## src/rtl/jtframe_mixer_pkg.sv

```systemverilog
// Shared constants and FSM state encoding for the sequential jtframe sound mixer.
package jtframe_mixer_pkg;
  localparam int         GAIN_FRAC = 4;
  localparam logic [7:0] GAIN_ONE  = 8'h10;

  typedef enum logic [1:0] {
    IDLE = 2'd0,
    MAC  = 2'd1,
    SAT  = 2'd2
  } mix_state_e;
endpackage

```

## src/rtl/jtframe_sat.sv

```systemverilog
// Signed saturating truncation from WI to WO bits; clip flags a clamped value.
module jtframe_sat #(
  parameter int WI = 24,
  parameter int WO = 16
) (
  input  logic signed [WI-1:0] din,
  output logic signed [WO-1:0] dout,
  output logic                 clip
);
  generate
    if (WI > WO) begin : g_trunc
      // In range only when every bit from WO-1 upward matches the sign bit
      logic [WI-WO:0] hi;
      assign hi = din[WI-1:WO-1];
      always_comb begin
        clip = !((&hi) || !(|hi));
        dout = din[WO-1:0];
        if (clip) dout = din[WI-1] ? {1'b1, {(WO-1){1'b0}}} : {1'b0, {(WO-1){1'b1}}};
      end
    end else begin : g_ext
      assign dout = WO'(din);
      assign clip = 1'b0;
    end
  endgenerate
endmodule

```

## src/rtl/jtframe_mixer_seq.sv

```systemverilog
// Time-multiplexed CH-channel mixer: snapshot on cen, one MAC per clock,
// then a saturating shift to WOUT with a held peak (clip) indicator.
module jtframe_mixer_seq
  import jtframe_mixer_pkg::*;
#(
  parameter int          CH        = 4,
  parameter int          W         = 16,
  parameter int          WOUT      = 16,
  parameter int          GW        = 8,
  parameter logic [GW-1:0] GAIN_RST = GW'(GAIN_ONE),
  parameter int          PEAK_HOLD = 1023
) (
  input  logic              clk,
  input  logic              rst,
  input  logic              cen,
  input  logic [CH*W-1:0]   ch,
  input  logic [CH-1:0]     mute,
  input  logic              gain_we,
  input  logic [2:0]        gain_sel,
  input  logic [GW-1:0]     gain_din,
  output logic [WOUT-1:0]   mixed,
  output logic              sample,
  output logic              peak,
  output logic              busy,
  output logic              overrun
);
  localparam int KW = (CH > 1) ? $clog2(CH) : 1;
  localparam int AW = W + GW + $clog2(CH) + 1;
  localparam int PW = W + GW + 1;
  localparam int SW = AW - GAIN_FRAC;
  localparam int HW = (PEAK_HOLD > 0) ? $clog2(PEAK_HOLD + 1) : 1;

  mix_state_e               state_q, state_d;
  logic [KW-1:0]            k_q, k_d;
  logic signed [AW-1:0]     acc_q, acc_d;
  logic [CH-1:0][W-1:0]     ch_snap_q, ch_snap_d;
  logic [CH-1:0][GW-1:0]    gain_snap_q, gain_snap_d;
  logic [CH-1:0][GW-1:0]    gain_q, gain_d;
  logic [WOUT-1:0]          mixed_q, mixed_d;
  logic                     sample_q, sample_d;
  logic                     peak_q, peak_d;
  logic [HW-1:0]            hold_q, hold_d;
  logic                     overrun_q, overrun_d;

  logic signed [PW-1:0]     op_a, op_b, prod;
  logic signed [SW-1:0]     shifted;
  logic signed [WOUT-1:0]   sat_out;
  logic                     clip;

  // Gain is zero-extended so 8'hFF means +15.9375, never negative
  assign op_a    = PW'($signed(ch_snap_q[k_q]));
  assign op_b    = $signed(PW'({1'b0, gain_snap_q[k_q]}));
  assign prod    = op_a * op_b;
  assign shifted = acc_q[AW-1:GAIN_FRAC];

  jtframe_sat #(.WI(SW), .WO(WOUT)) u_sat (
    .din  (shifted),
    .dout (sat_out),
    .clip (clip)
  );

  always_comb begin
    state_d     = state_q;
    k_d         = k_q;
    acc_d       = acc_q;
    ch_snap_d   = ch_snap_q;
    gain_snap_d = gain_snap_q;
    gain_d      = gain_q;
    mixed_d     = mixed_q;
    sample_d    = 1'b0;
    peak_d      = peak_q;
    hold_d      = hold_q;
    overrun_d   = overrun_q;

    for (int i = 0; i < CH; i++)
      if (gain_we && gain_sel == 3'(i)) gain_d[i] = gain_din;

    if (cen && state_q != IDLE) overrun_d = 1'b1;

    case (state_q)
      IDLE: if (cen) begin
        for (int i = 0; i < CH; i++)
          ch_snap_d[i] = mute[i] ? '0 : ch[i*W +: W];
        gain_snap_d = gain_q;
        acc_d       = '0;
        k_d         = '0;
        state_d     = MAC;
      end
      MAC: begin
        acc_d = acc_q + AW'(prod);
        k_d   = k_q + KW'(1);
        if (k_q == KW'(CH-1)) state_d = SAT;
      end
      SAT: begin
        mixed_d  = sat_out;
        sample_d = 1'b1;
        state_d  = IDLE;
        if (clip) begin
          peak_d = 1'b1;
          hold_d = HW'(PEAK_HOLD);
        end else if (hold_q != '0) begin
          hold_d = hold_q - HW'(1);
          if (hold_q == HW'(1)) peak_d = 1'b0;
        end
      end
      default: state_d = IDLE;
    endcase
  end

  always_ff @(posedge clk) begin
    if (rst) begin
      state_q     <= IDLE;
      k_q         <= '0;
      acc_q       <= '0;
      ch_snap_q   <= '0;
      gain_snap_q <= '0;
      gain_q      <= {CH{GAIN_RST}};
      mixed_q     <= '0;
      sample_q    <= 1'b0;
      peak_q      <= 1'b0;
      hold_q      <= '0;
      overrun_q   <= 1'b0;
    end else begin
      state_q     <= state_d;
      k_q         <= k_d;
      acc_q       <= acc_d;
      ch_snap_q   <= ch_snap_d;
      gain_snap_q <= gain_snap_d;
      gain_q      <= gain_d;
      mixed_q     <= mixed_d;
      sample_q    <= sample_d;
      peak_q      <= peak_d;
      hold_q      <= hold_d;
      overrun_q   <= overrun_d;
    end
  end

  assign mixed   = mixed_q;
  assign sample  = sample_q;
  assign peak    = peak_q;
  assign busy    = (state_q != IDLE);
  assign overrun = overrun_q;
endmodule
```

## config.mk

```make
export PLATFORM = sky130hd
export DESIGN_NAME = jtframe_mixer_seq
export DESIGN_NICKNAME = d
export VERILOG_FILES = /design/src/rtl/jtframe_mixer_pkg.sv /design/src/rtl/jtframe_sat.sv /design/src/rtl/jtframe_mixer_seq.sv
export SDC_FILE = /design/constraint.sdc
export NUM_CORES = 1
export LEC_CHECK = 0
export CORE_ASPECT_RATIO = 2
export CORE_UTILIZATION = 35
export CTS_CLUSTER_SIZE = 25
export DETAILED_ROUTE_END_ITERATION = 10
export PLACE_DENSITY = 0.56
export REMOVE_ABC_BUFFERS = 1
export SLEW_MARGIN = 20
export SYNTH_ARGS = -nofsm -noshare
export SYNTH_HDL_FRONTEND = slang
export SYNTH_HIERARCHICAL = 1
export SYNTH_SLANG_ARGS = --single-unit
```

## constraint.sdc

```tcl
create_clock -name clk -period 10.3 [get_ports clk]
set_clock_uncertainty 0.15 [all_clocks]
set_input_delay 1.545 -clock clk [delete_from_list [all_inputs] [get_ports clk]]
set_output_delay 1.545 -clock clk [all_outputs]
set_load 0.02 [all_outputs]
```

# Word level (Yosys, flattened, before mapping)
# Index checks and enable logic that the tools add are counted.
[word_totals]
regBits = 188
input_bits = 83
word_cells = 78
[classes]
addsub = 3
mul = 1
magnitude_cmp = 1
eq_ne = 11
mux = 23
reduce_logical = 19
[op_table]
columns = ["operator", "n"]
rows = [
  ["$mux 16", 7],
  ["$pmux 27 s2", 1],
  ["$bmux 16 s2", 1],
  ["$add 27x25->27", 1],
  ["$mux 27", 1],
  ["$mul 16x9->25", 1],
  ["$mux 10", 2],
  ["$bmux 8 s2", 1],
  ["$eq 10x1->1 const B", 1],
  ["$reduce_bool 10->1", 1],
  ["$sub 10x1->10 const B", 1],
  ["$mux 8", 1],
  ["$ne 2x2->1 const B", 4],
  ["$pmux 2 s2", 2],
  ["$reduce_and 2->1", 4],
  ["$reduce_and 8->1", 1],
  ["$reduce_or 8->1", 1],
  ["$eq 3x2->1 const B", 2],
  ["$mux 2", 3],
  ["$logic_and 1x1->1", 5],
  ["$eq 2x2->1 const B", 2],
  ["$mux 1", 4],
  ["$reduce_bool 2->1", 2],
  ["$eq 3x1->1 const B", 1],
  ["other kinds (8)", 8],
]

# Longest topological paths before layout
# Gate-level depths: netlist of the first run.
[logic_depth]
depth_word = 5
mapped_depth = 24

# Hierarchy
# Netlist of the first run, hierarchy kept.
[by_module_without_submodules]
columns = ["module", "n_inst", "cells_per_inst", "area_each_um2", "seq_area_each_um2"]
rows = [
  ["jtframe_mixer_seq", 1, 1485, 13048.8, 3763.6],
  ["jtframe_sat", 1, 26, 245.2, 0.0],
]

# Least setup slack after synthesis of the first run
# No wires, ideal clock.
[synth_timing]
kind = "flip-flop to flip-flop"
from = "register k_q[1]"
to = "register acc_q[25]"
arrival_time_ns = 5.904
t_required_ns = 10.033
slack_ns = 4.129
stages_incl_launch_ff = 25
path_buffers = 3
path_cell_list = "dfxtp_1 > clkbuf_1 > buf_1 > mux4_2 > clkbuf_1 > nand2_1 > fa_1 > inv_1 > fa_1 > inv_1 > fa_1 > inv_1 > fa_1 > inv_1 > fa_1 > inv_1 > ha_1 > o21a_1 > nor2_1 > a311oi_4 > a211oi_1 > nor2_1 > a31oi_2 > xnor2_1 > a22o_1"
[synth_via]
elab_chain_cells = 5
word_cells_on_any_way = 7
cone_classes = "1 x add/sub; 1 x mul; 5 x mux"
[synth_rtl]
columns = ["item", "line_no", "text"]
rows = [
  ["start, declared", "jtframe_mixer_seq.sv:34", "logic [KW-1:0] k_q, k_d;"],
  ["start signal, assigned", "jtframe_mixer_seq.sv:125", "k_q <= k_d;"],
  ["$bmux 16 s2 / $bmux 8 s2 (equally long branches)", "jtframe_mixer_seq.sv:51, jtframe_mixer_seq.sv:52", ""],
  ["$mux 16 (not written as such) / $mux 8 (equally long branches)", "jtframe_mixer_seq.sv:51, jtframe_mixer_seq.sv:52", ""],
  ["$mul 16x9->25 *", "jtframe_mixer_seq.sv:53", "assign prod = op_a * op_b;"],
  ["$add 27x25->27 *", "jtframe_mixer_seq.sv:90", "acc_d = acc_q + AW'(prod);"],
  ["$pmux 27 s2 *", "jtframe_mixer_seq.sv:80", "case (state_q)"],
  ["end signal, assigned", "jtframe_mixer_seq.sv:114", "acc_q <= '0;"],
  ["end signal, assigned", "jtframe_mixer_seq.sv:126", "acc_q <= acc_d;"],
  ["end, declared", "jtframe_mixer_seq.sv:35", "logic signed [AW-1:0] acc_q, acc_d;"],
]
# Mark *: on every way between the ends. The rest lies on a longest branch, timed or not. The select of a mux whose other input is x is not followed.
# A chain may end at the register's enable or synchronous reset.

# Worst setup path in the final report of the first run
[layout_timing]
from = "register k_q[0]"
to = "register acc_q[25]"
# Same word-level chain as after synthesis.

==> impl_metrics.json, run 1 <==
{
  "start_util": 0.357,
  "fmax_mhz": 147,
  "crit_path_max_incr_delay_ps": 980,
  "cts_made_buffers": 17,
  "cts-root-buf": "clkbuf_16",
  "antenna_found_initial": 0,
  "core_area_um2": 37300,
  "p_int_uw": 1190,
  "area_growth_pct": 14.9,
  "slew_headroom": 0.299,
  "swShare": 0.270,
  "power.leakage_uw": 0.00660,
  "ir_drop_uv": 108,
  "power_switching_uw": 438,
  "yosysWarningCount": 6,
  "clkTransAtPathRegs_ps": 80,
  "yosys.area.top_type_share": 0.283,
  "first_iter_violations": 443,
  "stdcell_count": 2037,
  "ys_ff_latch": 188,
  "cts_tree": "done",
  "grt.overflow.total": 0,
  "postCtsSetupBuffers": 0,
  "first_global_vias": 10700,
  "die_w_um": 140,
  "synth_area_um2": 13300,
  "synth_cell_type_count": 64,
  "drc": 0,
  "end_kind": "register",
  "place.gp.congestion": 0.847,
  "synthCells": 1511,
  "worst_setup_path_start_kind": "register",
  "wl_um": 32000,
  "tns_ps": 0,
  "hold_viol_final": 0,
  "die_area_um2": 38800,
  "rsz0062_at_grt": "false",
  "yosys.cell_count.top_type": "nand2_1",
  "worst_path_most_repeated_cell": "fa_1",
  "tightest_slew_ps": 1050,
  "maxCapViolations": 0,
  "portBuffers": 102,
  "min_period_over_period": 0.662,
  "power_density_nw_per_um2": 106,
  "seqPwrFrac": 0.466,
  "cts_buffer_depth": 2,
  "dpl.cell_count": 2005,
  "synth_top_area_cell": "dfxtp_1",
  "power.clock.fraction": 0.426,
  "crit_fanout": 27,
  "synth_edf_count": 0,
  "status": "complete, no violations",
  "hold_buffers": 0,
  "insertion_delay_ps": 460,
  "hold_class": "register to register",
  "vias_per_cell": 4.94,
  "ioPinCount": 103,
  "numClockSinks": 188,
  "avgSynthCellArea_um2": 8.80,
  "n_antenna_cell": 0,
  "seq_area_frac_synth": 0.283,
  "synth_top_flop_cell": "dfxtp_1",
  "htreeDepth": 4,
  "ys_async_sr_fraction": 0,
  "drive_above_1_share": 0.0602,
  "ctsResizeCount": 0,
  "cp.arrival_ps": 7030,
  "grt_pass1_wl_um": 53200,
  "ys_top_cells_by_count": "294 x nand2_1, 188 x dfxtp_1, 184 x inv_1, 172 x a21oi_1, 127 x fa_1",
  "ant_nets": 0,
  "final_area_um2": 15300,
  "post_dp_cell_area_um2": 14700,
  "vias": 10100,
  "die_h_um": 278,
  "drv_slew": 0,
  "cp_data_required_time_ps": 10510,
  "firstDrtPassIters": 4,
  "cp_top_family": "adder cells",
  "synthTopCellsByArea": "dfxtp_1 28%, fa_1 19%, nand2_1 8.3%",
  "grt_max_degree": 102,
  "row_count": 100,
  "path_cells": "mux4_2 -> and2_1 -> fa_1 -> fa_1 -> inv_1 -> fa_1 -> inv_1 -> fa_1 -> inv_1 -> fa_1 -> inv_1 -> ha_1 -> o21a_1 -> nor2_1 -> a311oi_4 -> a211oi_1 -> nor2_1 -> a31oi_2 -> xnor2_1 -> a22o_1",
  "wl_per_cell_um": 15.7,
  "post-dp-hpwl_um": 25100,
  "critPathBufInv": 4,
  "cp_slowest_cell": "dfxtp_2",
  "p_comb_frac": 0.108,
  "track_usage": 0.174,
  "nNetsFinal": 1837,
  "setup_viol": 0,
  "min_period_ps": 6820,
  "critical_path_class": "register to register"
}
==> registers in the layout, indices dropped and copies added (netlist names) <==
name / count
k_q: 2
overrun: 1
peak: 1
acc_q: 27
ch_snap_q: 64
gain_snap_q: 32
gain_q: 32
mixed: 16
sample: 1
hold_q: 10
state_q: 2
==> kinds of logic after synthesis <==
family	Yosys count	share of synthesized area
XOR/XNOR	27	0.0178
buffers and inverters	262	0.0762
adder cells (fa/ha/maj)	189	0.250
AO/OA/AOI/OAI	269	0.127
multiplexers	31	0.0459
AND/OR/NAND/NOR	545	0.201
flip-flops	188	0.283
==> per-layer routing <==
| layer | GRT usage | vias up | part of all wire |
|---|---|---|---|
| met5 | 0 | - | 0 |
| met4 | 0.0755 | 0 | 0.030 |
| met3 | 0.0250 | 47 | 0.022 |
| met2 | 0.348 | 155 | 0.58 |
| met1 | 0.174 | 4834 | 0.37 |
| li1 | - | 5019 | - |
==> tightest hold or removal path, cell delays in order, from the launching register on <==
cell	delay, ps
dfxtp_1	310
nand2_1	50
a21oi_1	50
==> through the flow <==
| stage | worst slack, ps | utilization | hold slack, ps | power, µW |
|---|---|---|---|---|
| after global routing | 3080 | 0.410 | 315 | 1690 |
| after CTS | 3410 | 0.409 | 303 | 1650 |
| after global placement | 3430 | 0.393 | 287 | 950 |
| after detailed placement | 3420 | 0.393 | 293 | 953 |
| after floorplan | 3660 | - | 271 | 862 |
| final | 3480 | 0.410 | 301 | 1620 |
==> layout by cell type (no fill, tap or decap), drive strengths merged, types with 9 or more instances in the layout <==
| cell type | count |
|---|---|
| xnor2 | 18 |
| nor3 | 10 |
| a22o | 14 |
| nand2 | 295 |
| nand3b | 69 |
| nand3 | 21 |
| clkdlybuf4s50 | 101 |
| dfxtp | 188 |
| o21ai | 12 |
| fa | 127 |
| buf | 12 |
| and2 | 77 |
| clkbuf | 17 |
| a21o | 29 |
| ha | 62 |
| mux4 | 24 |
| a21oi | 175 |
| inv | 189 |
| xor2 | 9 |
| nor2 | 39 |
==> power groups by stage <==
stage | combinational (µW) | clock (µW) | sequential, µW
6_report | 175 | 691 | 757
5_1_grt | 193 | 738 | 760
4_1_cts | 178 | 710 | 758
3_5_place_dp | 178 | 0 | 775
3_3_place_gp | 176 | 0 | 774
2_1_floorplan | 90.7 | 0 | 771
==> final cells by class <==
type                       count  area, µm²
fill                        3757      22000
multi-input combinational   1061       8530
sequential                   188       3760
timing repair buffer         113       1100
inverter                     184        691
tap                          459        574
clock buffer                  17        425
clock inverter                15        185
==> path summary, 6_finish.rpt <==
check	startpoint	end	slack (ps)	cells after the start
min	ch_snap_q[63]	ch_snap_q[63]	300	2
min reg2reg	ch_snap_q[63]	ch_snap_q[63]	300	2
max reg2reg	k_q[0]	acc_q[25]	3480	20
max	k_q[0]	acc_q[25]	3480	20
Note: power is estimated with default switching activity, not from simulation.
==> run 2, diff against run 1 <==
Clock period 10.3 ns to 7.09 ns, I/O delays scaled along.
==> impl_metrics.json, run 2 (synthesized netlist as in run 1, its figures left out) <==
{
  "reg.largest.list": "ch_snap_q (64), gain_q (32), gain_snap_q (32)",
  "worst_setup_path_start_kind": "register",
  "power.clock.fraction": 0.411,
  "layout.cells.most_common": "nand2_1",
  "hold_depth": 2,
  "insertion_delay_ps": 460,
  "core_area_um2": 37300,
  "cp.arrival_ps": 6650,
  "cts-root-buf": "clkbuf_16",
  "seqPwrFrac": 0.476,
  "grt.overflow.total": 0,
  "hold_viol_final": 0,
  "p_int_uw": 1660,
  "crit_fanout": 10,
  "track_usage": 0.175,
  "antenna_found_initial": 0,
  "post-dp-hpwl_um": 25700,
  "layout_common_cells": "293 x nand2_1, 187 x dfxtp_1, 184 x inv_1",
  "row_count": 100,
  "drive_above_1_share": 0.0625,
  "area_growth_pct": 14.8,
  "largest_register_ff_count": 64,
  "cts_made_buffers": 17,
  "drc": 0,
  "slew_headroom": 0.291,
  "ir_drop_uv": 155,
  "clkTransAtPathRegs_ps": 80,
  "hold_buffers": 0,
  "die_w_um": 140,
  "grt_pass1_wl_um": 53200,
  "power_density_nw_per_um2": 151,
  "die_area_um2": 38800,
  "wl_per_cell_um": 15.9,
  "hold_class": "register to register",
  "tns_ps": 0,
  "critical_path_class": "register to register",
  "r2r_cells": 21,
  "start_util": 0.357,
  "hold_slack_ps": 299,
  "power.leakage_uw": 0.00661,
  "p_comb_frac": 0.113,
  "maxCapViolations": 0,
  "nNetsFinal": 1842,
  "min_period_ps": 6450,
  "ant_nets": 0,
  "cp_data_required_time_ps": 7300,
  "ctsResizeCount": 0,
  "min_period_over_period": 0.909,
  "cts_buffer_depth": 2,
  "firstDrtPassIters": 5,
  "vias_per_cell": 4.94,
  "fmax_mhz": 155,
  "largest-register": "ch_snap_q",
  "first_global_vias": 10600,
  "cts_tree": "done",
  "n_antenna_cell": 0,
  "postCtsSetupBuffers": 0,
  "portBuffers": 102,
  "status": "complete, no violations",
  "ioPinCount": 103,
  "htreeDepth": 4,
  "numClockSinks": 188,
  "tightest_slew_ps": 1060,
  "vias": 10100,
  "die_h_um": 278,
  "rsz0062_at_grt": "false",
  "setup_viol": 0,
  "drv_slew": 0,
  "place.gp.congestion": 0.879,
  "end_kind": "register",
  "power_switching_uw": 640,
  "first_iter_violations": 426,
  "grt_max_degree": 103,
  "swShare": 0.278,
  "wl_um": 32500
}
run 2: cell count changes in the layout (fill, tap and decap cells not counted), sizes merged:
cell,change
clkinvlp,+1
clkbuf,+2
buf,+5
inv,+3
bufinv,-2
clkinv,-4
run 2: path summary, 6_finish.rpt:
| kind | startpoint | endpoint | slack [ps] |
|---|---|---|---|
| hold / removal | ch_snap_q[62] | ch_snap_q[62] | 300 |
| setup reg to reg | k_q[0] | acc_q[21] | 640 |
| setup / recovery | k_q[0] | acc_q[21] | 640 |
| hold reg to reg | ch_snap_q[62] | ch_snap_q[62] | 300 |
run 2: metrics by stage:
| stage | setup WS (ps) | power [µW] | area, µm² | util | instances |
|---|---|---|---|---|---|
| 2_1_floorplan | 445 | 1250 | 13000 | - | 1433 |
| 3_3_place_gp | 699 | 1380 | 14700 | 0.394 | 2010 |
| 3_5_place_dp | 613 | 1390 | 14700 | 0.394 | 2010 |
| 4_1_cts | 604 | 2340 | 15300 | 0.409 | 2042 |
| 5_1_grt | 336 | 2390 | 15300 | 0.409 | 2042 |
| 6_report | 644 | 2300 | 15300 | 0.409 | 2042 |
run 2: routing by layer:
| layer | global-route usage | vias up | part of all wire | wire, µm |
|---|---|---|---|---|
| met5 | 0 | - | 0 | 0 |
| met4 | 0.0735 | 0 | 0.027 | 862 |
| met3 | 0.0228 | 49 | 0.022 | 729 |
| met2 | 0.347 | 151 | 0.57 | 18600 |
| met1 | 0.178 | 4856 | 0.38 | 12300 |
| li1 | - | 5033 | - | - |
run 2: layout make-up:
cell class / count / area (µm²)
Inverter: 184 / 691
Tap cell: 459 / 574
Timing Repair Buffer: 118 / 1140
Fill cell: 3731 / 22000
Clock buffer: 19 / 443
Multi-Input combinational cell: 1061 / 8530
Clock inverter: 13 / 124
Sequential cell: 188 / 3760
run 2: worst max-delay path, cell delays in order (launching register included):
cell	delay, ps
dfxtp_2	530
buf_4	270
mux4_2	600
and2_1	220
fa_1	430
fa_1	490
inv_1	60
fa_1	520
inv_1	50
fa_1	470
inv_1	50
fa_1	480
inv_1	40
ha_1	370
o21a_1	150
nor2_1	70
a311oi_4	390
a211oi_1	140
nor2_1	360
a21oi_1	170
xnor2_1	160
a22o_1	180
run 2: power by group through the flow:
stage	Combinational [µW]	Sequential (µW)	Clock, µW
2_1_floorplan	132	1120	0
3_3_place_gp	260	1120	0
3_5_place_dp	263	1120	0
4_1_cts	264	1100	977
5_1_grt	286	1100	1010
6_report	260	1100	947
==> run 3, diff against run 2 <==
Settings changed: HOLD_SLACK_MARGIN set to 0.08.
==> results of run 3 <==
Same layout as run 2: the final DEF is identical, and so are final timing and power.
==> RTL change (flow settings as in run 2) <==
Register the input `gain_din` before use, cleared by the reset. The logic sees it one clock later. The other inputs are not delayed to match.
--- a/src/rtl/jtframe_mixer_seq.sv
+++ b/src/rtl/jtframe_mixer_seq.sv
@@ -30,4 +30,14 @@
   localparam int SW = AW - GAIN_FRAC;
   localparam int HW = (PEAK_HOLD > 0) ? $clog2(PEAK_HOLD + 1) : 1;
+
+  logic [GW-1:0] gain_din_q;
+
+  always_ff @(posedge clk) begin
+    if (rst) begin
+      gain_din_q <= '0;
+    end else begin
+      gain_din_q <= gain_din;
+    end
+  end
 
   mix_state_e               state_q, state_d;
@@ -74,5 +84,5 @@
 
     for (int i = 0; i < CH; i++)
-      if (gain_we && gain_sel == 3'(i)) gain_d[i] = gain_din;
+      if (gain_we && gain_sel == 3'(i)) gain_d[i] = gain_din_q;
 
     if (cen && state_q != IDLE) overrun_d = 1'b1;
Check against the original RTL: not equivalent (a bounded check fails within 10 cycles, from zero or initial values and one cycle with rst high).
==> RTL change against run 2 <==
Sequential share of layout area is 0.58 points higher. Fmax is 0.31% lower. Sequential power is 4% higher. Routed wire length is 0.39% higher. Global-route usage is 0.14 points higher. Area after synthesis is 1.6% higher. Final cell count is 4.1% higher. Sequential cell count is 8 higher. Via count is 2.3% higher. Critical endpoint is now acc_q[19]$_SDFFE_PP0P_. Critical path type unchanged. Setup slack worse by 20 ps. Cell area is 1.9% higher. Total power is 3.5% higher.
==> RTL change: results (changes against run 2) <==
status completed; Critical Path Max Stage Delay 720 ps (+120 ps); final wirelength 32.6 mm (+0.39%); DR WL met2 18.8 mm (+0.97%); Placed Area 0.0150 sq mm (+1.8%); GRT Total Usage 0.176 (+0.00138); DRT met1 WL 12.3 mm (-0.46%); met1 Use GR 0.173 (-0.00436); Worst Path Max Fanout 16 (+6); Worst-path clk slew 70 ps; ratio of cells with drive above 1 in the final layout 0.0590 (-0.00357); Max Clk Rate 155 MHz (-0.31%); Hold Crit Start ch_snap_q[38]$_SDFFE_PP0P_; most frequent cells after synthesis 314 x nand2_1, 196 x dfxtp_1, 181 x a21oi_1, 180 x inv_1, 127 x fa_1; Worst Reg-to-Reg Cells 19 (-9.5%); antenna violations before repair 0 (unchanged); hold endpoint ch_snap_q[38]$_SDFFE_PP0P_; Nets 1,872 (+1.6%); met3 Usage GRT 0.0232 (+0.000462); Placer Congestion 0.861 (-2.1%); largest net degree at the start of global routing 98 (-4.9%); Vias/cell 4.85 (-1.8%); share of the yosys chip area belonging to registers 0.290 (+0.00726); R2R setup slack 620 ps (-20 ps); Worst slew margin 0.249 (-0.0413); dpl hpwl 25.6 mm (-0.58%); Static Leak 6.70 nW (+1.4%); final hold slack 299 ps (-0.310 ps); worst r2r src k_q[0]$_SDFFE_PP0P_; DR pass1 iterations 4 (-1); post-synth cell types 60 (-6.3%); met2 Usage GRT 0.357 (+0.00962); vias in the first global route 10,700 (+1.1%); reg2reg end acc_q[19]$_SDFFE_PP0P_; top post-synthesis cells by area dfxtp_1 29%, fa_1 19%, nand2_1 8.7%, a21oi_1 6.7%, ha_1 5.7%; Inst Count DP 2,096 (+4.3%); pre-CTS WS 658 ps (+44.5 ps); first-pass GRT wire length 54.0 mm (+1.6%); Starting DRT DRC Count 365 (-14%)
## RTL change: changes by cell type in the layout (fill, tap and decap cells not counted), sizes merged, moves of 8 or more
cell	change
a22o	-13
nand2	+21
o21ai	+18
nor2	-9
nor2b	+8
dfxtp	+8
## RTL change: layout make-up
cell class              instances  area, sq um
clock buffers                  19          443
clock inverters                11          139
fillers                      3852        22500
inverters                     180          676
multi-input cells            1091         8610
flip-flops and latches        196         3930
well taps                     515          644
repair buffers                114         1110
## RTL change: power breakdown
group | switching [mW] | internal, mW
Sequential | 0.0151 | 1.13
Combinational | 0.145 | 0.103
Clock | 0.462 | 0.536
## RTL change: cells by family (layout without fill, tap and decap cells)
family / after synthesis / in the layout / synth area share
AO/OA/AOI/OAI: 274 / 274 / 0.118
XOR/XNOR: 27 / 27 / 0.0175
adder cells (fa/ha/maj): 189 / 189 / 0.246
buffers and inverters: 257 / 324 / 0.0740
flip-flops: 196 / 196 / 0.290
multiplexers: 32 / 32 / 0.0459
AND/OR/NAND/NOR: 569 / 569 / 0.209
